--- config.mk ---
export PLATFORM = sky130hd
export DESIGN_NAME = i2s_frame_fifo
export DESIGN_NICKNAME = d
export VERILOG_FILES = /design/src/rtl/i2s_frame_fifo.sv
export SDC_FILE = /design/constraint.sdc
export NUM_CORES = 1
export LEC_CHECK = 0
export BUFFER_PORTS_ARGS = -buffer_cell sky130_fd_sc_hd__buf_4
export CORE_UTILIZATION = 51
export DETAILED_ROUTE_END_ITERATION = 7
export HOLD_SLACK_MARGIN = 0.03
export PLACE_DENSITY_LB_ADDON = 0.25
export SLEW_MARGIN = 40
export SYNTH_ARGS = -nofsm -noshare
export SYNTH_HDL_FRONTEND = slang
export SYNTH_SLANG_ARGS = --single-unit
--- constraint.sdc ---
create_clock -name clock -period 6.94 [get_ports clock]
set_input_delay 0.347 -clock clock [delete_from_list [all_inputs] [get_ports clock]]
set_output_delay 0.347 -clock clock [all_outputs]
set_load 0.03 [all_outputs]
--- src/rtl/i2s_frame_fifo.sv ---
// Frame FIFO between the I2S controller and a valid/ready consumer, with overflow flag and saturating counter.
// Optional macro I2S_FRAME_FIFO_DROP_OLDEST_EN: on overflow, overwrite the oldest frame instead of dropping the new one.
module i2s_frame_fifo #(
  parameter int bits_per_word   = 32,
  parameter int depth_log2      = 4,
  parameter int ovf_count_width = 16
) (
  input  logic                       clock,
  input  logic                       reset,
  input  logic                       in_valid,
  input  logic [bits_per_word-1:0]   in_data_0,
  input  logic [bits_per_word-1:0]   in_data_1,
  output logic                       out_valid,
  input  logic                       out_ready,
  output logic [bits_per_word-1:0]   out_data_0,
  output logic [bits_per_word-1:0]   out_data_1,
  output logic [depth_log2:0]        level,
  output logic                       overflow,
  output logic [ovf_count_width-1:0] overflow_count,
  input  logic                       clear_overflow
);

  localparam int DEPTH = 1 << depth_log2;

  logic [2*bits_per_word-1:0] r_mem [DEPTH];
  logic [depth_log2:0]        r_wr_ptr;
  logic [depth_log2:0]        r_rd_ptr;
  logic                       r_overflow;
  logic [ovf_count_width-1:0] r_ovf_count;

  logic w_empty;
  logic w_full;
  logic w_pop;
  logic w_push;
  logic w_ovf_event;
  logic w_write;
  logic w_rd_adv;
  logic w_count_max;

  assign w_empty     = (r_wr_ptr == r_rd_ptr);
  assign w_full      = (r_wr_ptr[depth_log2-1:0] == r_rd_ptr[depth_log2-1:0]) &&
                       (r_wr_ptr[depth_log2] != r_rd_ptr[depth_log2]);
  assign w_pop       = !w_empty && out_ready;
  assign w_push      = in_valid && (!w_full || w_pop);
  assign w_ovf_event = in_valid && w_full && !w_pop;
  assign w_count_max = &r_ovf_count;

`ifdef I2S_FRAME_FIFO_DROP_OLDEST_EN
  // When full, wr and rd low bits coincide, so writing overwrites the oldest slot.
  assign w_write  = w_push || w_ovf_event;
  assign w_rd_adv = w_pop || w_ovf_event;
`else
  assign w_write  = w_push;
  assign w_rd_adv = w_pop;
`endif

  always_ff @(posedge clock) begin
    if (w_write) begin
      r_mem[r_wr_ptr[depth_log2-1:0]] <= {in_data_1, in_data_0};
    end
  end

  always_ff @(posedge clock) begin
    if (reset) begin
      r_wr_ptr <= '0;
      r_rd_ptr <= '0;
    end else begin
      if (w_write) begin
        r_wr_ptr <= r_wr_ptr + 1'b1;
      end
      if (w_rd_adv) begin
        r_rd_ptr <= r_rd_ptr + 1'b1;
      end
    end
  end

  // An overflow in the same cycle as clear_overflow restarts the count at one.
  always_ff @(posedge clock) begin
    if (reset) begin
      r_overflow  <= 1'b0;
      r_ovf_count <= '0;
    end else if (w_ovf_event) begin
      r_overflow <= 1'b1;
      if (clear_overflow) begin
        r_ovf_count <= ovf_count_width'(1);
      end else if (!w_count_max) begin
        r_ovf_count <= r_ovf_count + 1'b1;
      end
    end else if (clear_overflow) begin
      r_overflow  <= 1'b0;
      r_ovf_count <= '0;
    end
  end

  // Unwritten storage is never exposed: data reads as zero while empty.
  assign {out_data_1, out_data_0} = w_empty ? '0 : r_mem[r_rd_ptr[depth_log2-1:0]];
  assign out_valid      = !w_empty;
  assign level          = r_wr_ptr - r_rd_ptr;
  assign overflow       = r_overflow;
  assign overflow_count = r_ovf_count;

endmodule
==> metrics.md, run 1 <==
| Metric | Value |
|---|---|
| Vias in the first global route | 20.2k |
| CP most frequent cell | buf_12 |
| Register-to-register setup slack | 3040 ps |
| PortBufs | 155 |
| Max_slew headroom | 0.423 |
| Critical setup path kind | register to output pin |
| CTS tree | built |
| Synth top area cells | edfxtp_1 (76%), mux4_2 (14%), mux2i_1 (3.2%) |
| Most instantiated cells after synthesis | edfxtp_1 (1,024), mux4_2 (256), mux2i_1 (130) |
| Antenna violations before repair | 5 |
| Worst r2r dst | r_mem[13][34] |
| First-pass GRT wire length | 127,000 µm |
| Sequential cell area | 0.0314 mm² |
| Final net count | 2,127 |
| Post-synth net total | 1,858 |
| Core area | 0.0778 mm² |
| Layout cells sized above 1 | 0.296 |
| EDFF count, synth | 1,024 |
| Setup bufs post-CTS | 0 |
| Num CTS Buffers | 103 |
| Startpoint Class | register |
| Grt total ovfl | 0 |
| Vias/cell | 5.98 |
| Most frequent cell after synthesis | edfxtp_1 |
| DIE AREA | 0.0803 mm² |
| RSZ-0062 raised after global routing | no |
| Leak | 0.0145 µW |
| Largest net degree at the start of global routing | 94 |
| Resized cells post-CTS | 0 |
| Drt first pass iters | 5 |
| Hold/Removal Path Class | primary input to register |
| Initial DRC Count | 1,672 |
| Mux cell area share after synthesis | 0.175 |
| Min Clock Period, post-route | 4380 ps |
| Simple-Gate Fraction of Synth Area | 0.0135 |
| Synth Area in XOR/XNOR | 0.00304 |
| Chip Height | 283 µm |
| CP required | 6590 ps |
| Multi-input gate area | 0.00869 mm² |
| Ys Warns | 0 |
| Period utilization | 0.631 |
| Worst Hold Slack | 99.8 ps |
| Endpoints failing hold | 0 |
| Clock slew seen by the registers of the worst setup and hold paths | 60 ps |
| Crit. End Element | output pin |
| MaxCap Viol Count | 0 |
| WL/cell | 26.4 µm |
| Ys async rst share | 0 |
| FMAX | 228 MHz |
| Overall routed net length | 83,800 µm |
| Total GRT Usage | 0.211 |
| Synth Area in Adders | 0.00360 |
| WHS Path Cells | 3 |
| Antenna Cells | 0 |
| Min-delay src | out_ready |
| Number of fill cells in the layout | 5,450 |
| Antenna viol nets, final | 0 |
| Starting Density | 0.518 |
| Layout Skew | 18.5 ps |
| Outcome | complete, no violations |
| Yosys cell types | 48 |
| Root buf cell | clkbuf_16 |
| Primary FF master, synth | edfxtp_1 |
| Pwr dens | 315 mW/mm² |
| Synthesized cell area | 0.0404 mm² |
| Area Overhead vs Synth | 17.0% |
| Clock Path Buffers | 3 |
| Largest family of logic cells by synthesized area | multiplexers |
| FF-to-FF Start | r_wr_ptr[2] |
| Post-Synthesis Cells | 1,778 |
| Sink Count | 1,055 |
| Setup TNS | 0 ps |
| Compound-Gate Fraction of Synth Area | 0.0162 |
| Worst-path fanout max | 30 |
| Max VDD drop | 203 µV |
| Die Span X | 283 µm |
| Reg2Reg Depth | 6 |
| # hold bufs at CTS | 66 |
| Critical Path AT | 4030 ps |
| Yosys top cell area share | 0.762 |
| Row cnt | 102 |
| Area leader, netlist | edfxtp_1 |
| Skew-Pair Late Insertion Delay | 660 ps |
| Syn_area_per_cell | 22.7 µm² |
| Worst path cell trace | ha_1, nand4_1, or2b_1, nand2b_4, buf_12, buf_12, o22ai_1, buf_4 |
| Io pins | 156 |
| Sequential share of the synthesized area | 0.777 |
| Slew @ Worst Pin | 858 ps |
| Vias after detailed routing | 19.0k |
| #FFs+latches synth | 1,055 |
| Worst path slowest cell | dfxtp_1 |
| DRC Markers | 0 |
| Count of final setup violators | 0 |
| Slew Viols, Final | 0 |
| Number of H-tree levels | 3 |
| HPWL Detailed | 44,800 µm |
| RD Place Congestion | 0.740 |
| Crit path largest cell delay | 660 ps |
==> registers in the layout (all words and copies together) (netlist names), named ones only <==
register,count
r_mem,1024
overflow_count,16
r_wr_ptr,5
overflow,1
r_rd_ptr,5
==> power breakdown <==
group          switching, µW  leakage, µW  internal [µW]  total, µW
registers               60.9      0.00950           7070       7130
clock network           2340      0.00166           3220       5560
logic                   1200      0.00339            988       2190
total                   3610       0.0145          11300      14900
==> cell usage in the layout (no fill, tap or decap), types with 7 or more instances in the layout <==
master	instances
dlygate4sd3_1	66
clkbuf_16	106
bufinv_16	11
clkinv_1	19
nor3_1	9
a21oi_1	13
clkinv_2	24
nor2_1	15
xnor2_1	7
ha_1	10
o22ai_1	64
inv_1	13
mux4_2	256
buf_4	165
and4_1	8
mux2i_1	130
nand2_1	9
nor2_4	11
buf_6	10
edfxtp_1	1024
nand3_1	7
dfxtp_1	28
clkbuf_1	19
buf_12	8
==> worst max path at each step <==
stage	endpoint	from	depth (start not counted)	slack (ps)
finish	out_data_0[12]	r_wr_ptr[2]	8	2560
global route	out_data_0[12]	r_wr_ptr[2]	8	2370
CTS	out_data_0[12]	r_wr_ptr[2]	8	2530
detailed placement	r_mem[13][33]	r_wr_ptr[3]	6	3050
global placement	r_mem[10][38]	r_wr_ptr[2]	6	2980
floorplan	r_mem[0][0]	r_wr_ptr[0]	7	410
==> per-layer routing <==
| layer | wire (µm) | track usage | part of all wire | vias up |
|---|---|---|---|---|
| li1 | - | - | - | 8111 |
| met1 | 35200 | 0.290 | 0.42 | 10200 |
| met2 | 42500 | 0.351 | 0.51 | 548 |
| met3 | 4640 | 0.0386 | 0.055 | 100 |
| met4 | 1450 | 0.0550 | 0.017 | 10 |
| met5 | 70 | 0 | 0.00084 | - |
==> area by class of cell <==
| type | count | area share |
|---|---|---|
| flip-flops and latches | 1055 | 0.665 |
| multi-input cells | 613 | 0.184 |
| clock buffers | 125 | 0.0577 |
| repair buffers | 260 | 0.0508 |
| well taps | 1040 | 0.0276 |
| clock inverters | 67 | 0.0142 |
| inverters | 14 | 0.00117 |
==> kinds of logic (layout without fill, tap and decap cells) <==
| group | Yosys count | after routing |
|---|---|---|
| flip-flops | 1055 | 1055 |
| multiplexers | 386 | 386 |
| buffers and inverters | 110 | 466 |
| AO/OA/AOI/OAI | 102 | 102 |
| AND/OR/NAND/NOR | 100 | 100 |
| XOR/XNOR | 14 | 14 |
| adder cells (fa/ha/maj) | 11 | 11 |
==> stage by stage <==
step	util	std cells	instance area [µm²]	worst slack (ps)	power, µW
global placement	0.550	2902	42800	2980	9400
CTS	0.606	3172	47200	2530	15000
detailed placement	0.554	2914	43100	3050	9460
global route	0.607	3174	47200	2370	15400
floorplan	-	1778	40400	410	8730
finish	0.607	3174	47200	2560	14900
==> critical path: cells and delay by family, from the launching register on <==
kind,cells,cell delay (ps)
adder cells (fa/ha/maj),1,310
buffers and inverters,3,770
AO/OA/AOI/OAI,1,260
flip-flops,1,660
AND/OR/NAND/NOR,3,1350
Note: power is estimated with default switching activity, not from simulation.
==> run 2, diff against run 1 <==
==> constraint.sdc (replaced) <==
create_clock -name clock -period 3.51 [get_ports clock]
set_input_delay 0.1755 -clock clock [delete_from_list [all_inputs] [get_ports clock]]
set_output_delay 0.1755 -clock clock [all_outputs]
set_load 0.03 [all_outputs]
==> run 2 against run 1 <==
Effect of this change:
- combinational power increased by 110%
- final cell count increased by 1.0%
- power increased by 97%
- die area unchanged
- worst hold slack improved by 260 ps
- worst setup slack got worse by 2400 ps
- global-route usage decreased by 0.058 points
- critical path type unchanged
==> metrics.md, run 2 (synthesis results as in run 1) <==
| Metric | Value |
|---|---|
| Pwr Total | 29,300 µW (+97%) |
| Startpoint Class | register |
| Largest net degree at the start of global routing | 68 (-28%) |
| Reg2Reg Depth | 6 (unchanged) |
| Starting Density | 0.518 (unchanged) |
| DP Worst Slack | 639 ps (-2410 ps) |
| Most common cell after layout, fill and taps aside | edfxtp_1 |
| Skew-Pair Late Insertion Delay | 650 ps (about the same) |
| Num CTS Buffers | 104 (+0.97%) |
| Layout Skew | 27.0 ps (+8.48 ps) |
| Outcome | complete, no violations |
| CTS tree | built |
| Most frequent cells in the layout | edfxtp_1 (1,024), mux4_2 (256), buf_4 (185), mux2i_1 (130), clkbuf_16 (106) |
| Period utilization | 0.952 |
| Initial DRC Count | 1,853 (+11%) |
| Critical setup path kind | register to output pin |
| Max VDD drop | 598 µV (+200%) |
| FF-to-FF Start | r_rd_ptr[2] |
| Core area | 0.0778 mm² (unchanged) |
| RD Place Congestion | 0.746 (+0.81%) |
| Area Overhead vs Synth | 17.9% |
| Layout Cells excl Fill | 3,207 (+1.0%) |
| Antenna viol nets, final | 0 (unchanged) |
| RSZ-0062 raised after global routing | no |
| Chip Height | 283 µm (unchanged) |
| Layout cells sized above 1 | 0.299 (+0.00288) |
| Endpoints failing hold | 0 (unchanged) |
| Sink Count | 1,055 (unchanged) |
| DRC Markers | 0 (unchanged) |
| Pwr dens | 616 mW/mm² (+95%) |
| Number of H-tree levels | 3 (unchanged) |
| First-pass GRT wire length | 126,000 µm (-0.79%) |
| Die Span X | 283 µm (unchanged) |
| Slew @ Worst Pin | 699 ps (-159 ps) |
| Vias in the first global route | 20.0k (-1.2%) |
| Min-delay src | in_data_1[24] |
| Critical Path AT | 3160 ps (-870 ps) |
| Overall routed net length | 84,300 µm (+0.66%) |
| Crit. End Element | output pin |
| FMAX | 299 MHz |
| Slew Viols, Final | 0 (unchanged) |
| Total GRT Usage | 0.210 (-0.000580) |
| CP required | 3330 ps (-3260 ps) |
| Post-Place Cells | 2,939 (+0.86%) |
| PortBufs | 155 (unchanged) |
| Vias after detailed routing | 19.1k (+0.46%) |
| Row cnt | 102 (unchanged) |
| Drt first pass iters | 5 (unchanged) |
| Antenna Cells | 0 (unchanged) |
| DIE AREA | 0.0803 mm² (unchanged) |
| Worst-path fanout max | 31 (+3.3%) |
| WL/cell | 26.3 µm (-0.38%) |
| Worst Hold Endpoint | r_mem[14][56] |
| Setup TNS | 0 ps (unchanged) |
| Max_slew headroom | 0.530 (+0.107) |
| Hold/Removal Path Class | primary input to register |
| Count of final setup violators | 0 (unchanged) |
| Antenna violations before repair | 5 (unchanged) |
| Fin util | 0.611 (+0.00440) |
| Register-to-register setup slack | 800 ps (-2240 ps) |
| WHS Path Cells | 2 (-1) |
| Grt total ovfl | 0 (unchanged) |
| MaxCap Viol Count | 0 (unchanged) |
| Clock Path Buffers | 3 (unchanged) |
| Root buf cell | clkbuf_16 |
| Leak | 0.0147 µW (+0.87%) |
| Min Clock Period, post-route | 3340 ps |
| Final net count | 2,162 (+1.6%) |
| HPWL Detailed | 45,900 µm (+2.5%) |
| Io pins | 156 (unchanged) |
| Worst r2r dst | r_mem[15][29] |
| Vias/cell | 5.94 (-0.58%) |
| Largest register FFs | 1,024 (unchanged) |
| Clock slew seen by the registers of the worst setup and hold paths | 60 ps (about the same) |
| Final worst setup slack | 170 ps (-2390 ps) |
==> run 2: cell count changes in the layout (fill, tap and decap cells not counted), sizes merged <==
cell	before	now
inv	20	16
dlygate4sd3	66	69
clkbuf	125	133
bufinv	11	9
nand2b	5	7
clkinv	44	43
clkinvlp	6	4
buf	194	223
==> run 2: critical path, cell delays in order, from the launching register on <==
cell and delay (ps):
dfxtp_1 360, inv_1 80, ha_1 330, nand4_1 180, buf_4 210, or2b_4 300, nand2_8 140, buf_12 230
o22ai_1 360, buf_4 240
==> run 2: routing by layer <==
metal,share of wire,GRT usage
met1,0.42,0.291
met3,0.054,0.0375
met5,0.00046,0
met4,0.019,0.0528
met2,0.50,0.349
==> run 2: how the worst max path moves through the flow <==
stage	start	to	slack [ps]	cells after the start
6_report	r_rd_ptr[2]	out_data_1[7]	170	9
5_1_grt	r_rd_ptr[1]	out_data_0[9]	50	9
4_1_cts	r_rd_ptr[2]	out_data_0[3]	2	9
3_5_place_dp	r_wr_ptr[4]	r_mem[2][22]	640	5
3_3_place_gp	r_wr_ptr[4]	r_mem[2][28]	740	5
2_1_floorplan	r_wr_ptr[0]	r_mem[6][0]	-130	7
==> run 2: through the flow <==
stage,hold WS [ps],instance area (µm²)
3_5_place_dp,475,43500
2_1_floorplan,274,40500
3_3_place_gp,466,43500
4_1_cts,325,47500
5_1_grt,356,47600
6_report,364,47600
==> run 2: timing repair <==
item | 4_1_cts | 5_1_grt
endpoints found under the hold margin | 1049 | 0
hold buffers | 69 | 0
resized for setup | 0 | 5
buffers inserted | 0 | 6
endpoints found under the setup margin | 0 | 41
==> run 2: report_power, final <==
group / switching (µW) / internal [µW] / total, µW
Clock: 4490 / 6180 / 10700
Combinational: 2470 / 2100 / 4570
Sequential: 89.5 / 14000 / 14100
Total: 7040 / 22300 / 29300
==> run 2: cell type report <==
type | instances | area [µm²]
clock buffer | 133 | 2750
clock inverter | 58 | 514
fill | 5342 | 30300
inverter | 14 | 55.1
multi-input combinational | 615 | 8730
sequential | 1055 | 31400
tap | 1040 | 1300
timing repair buffer | 292 | 2830
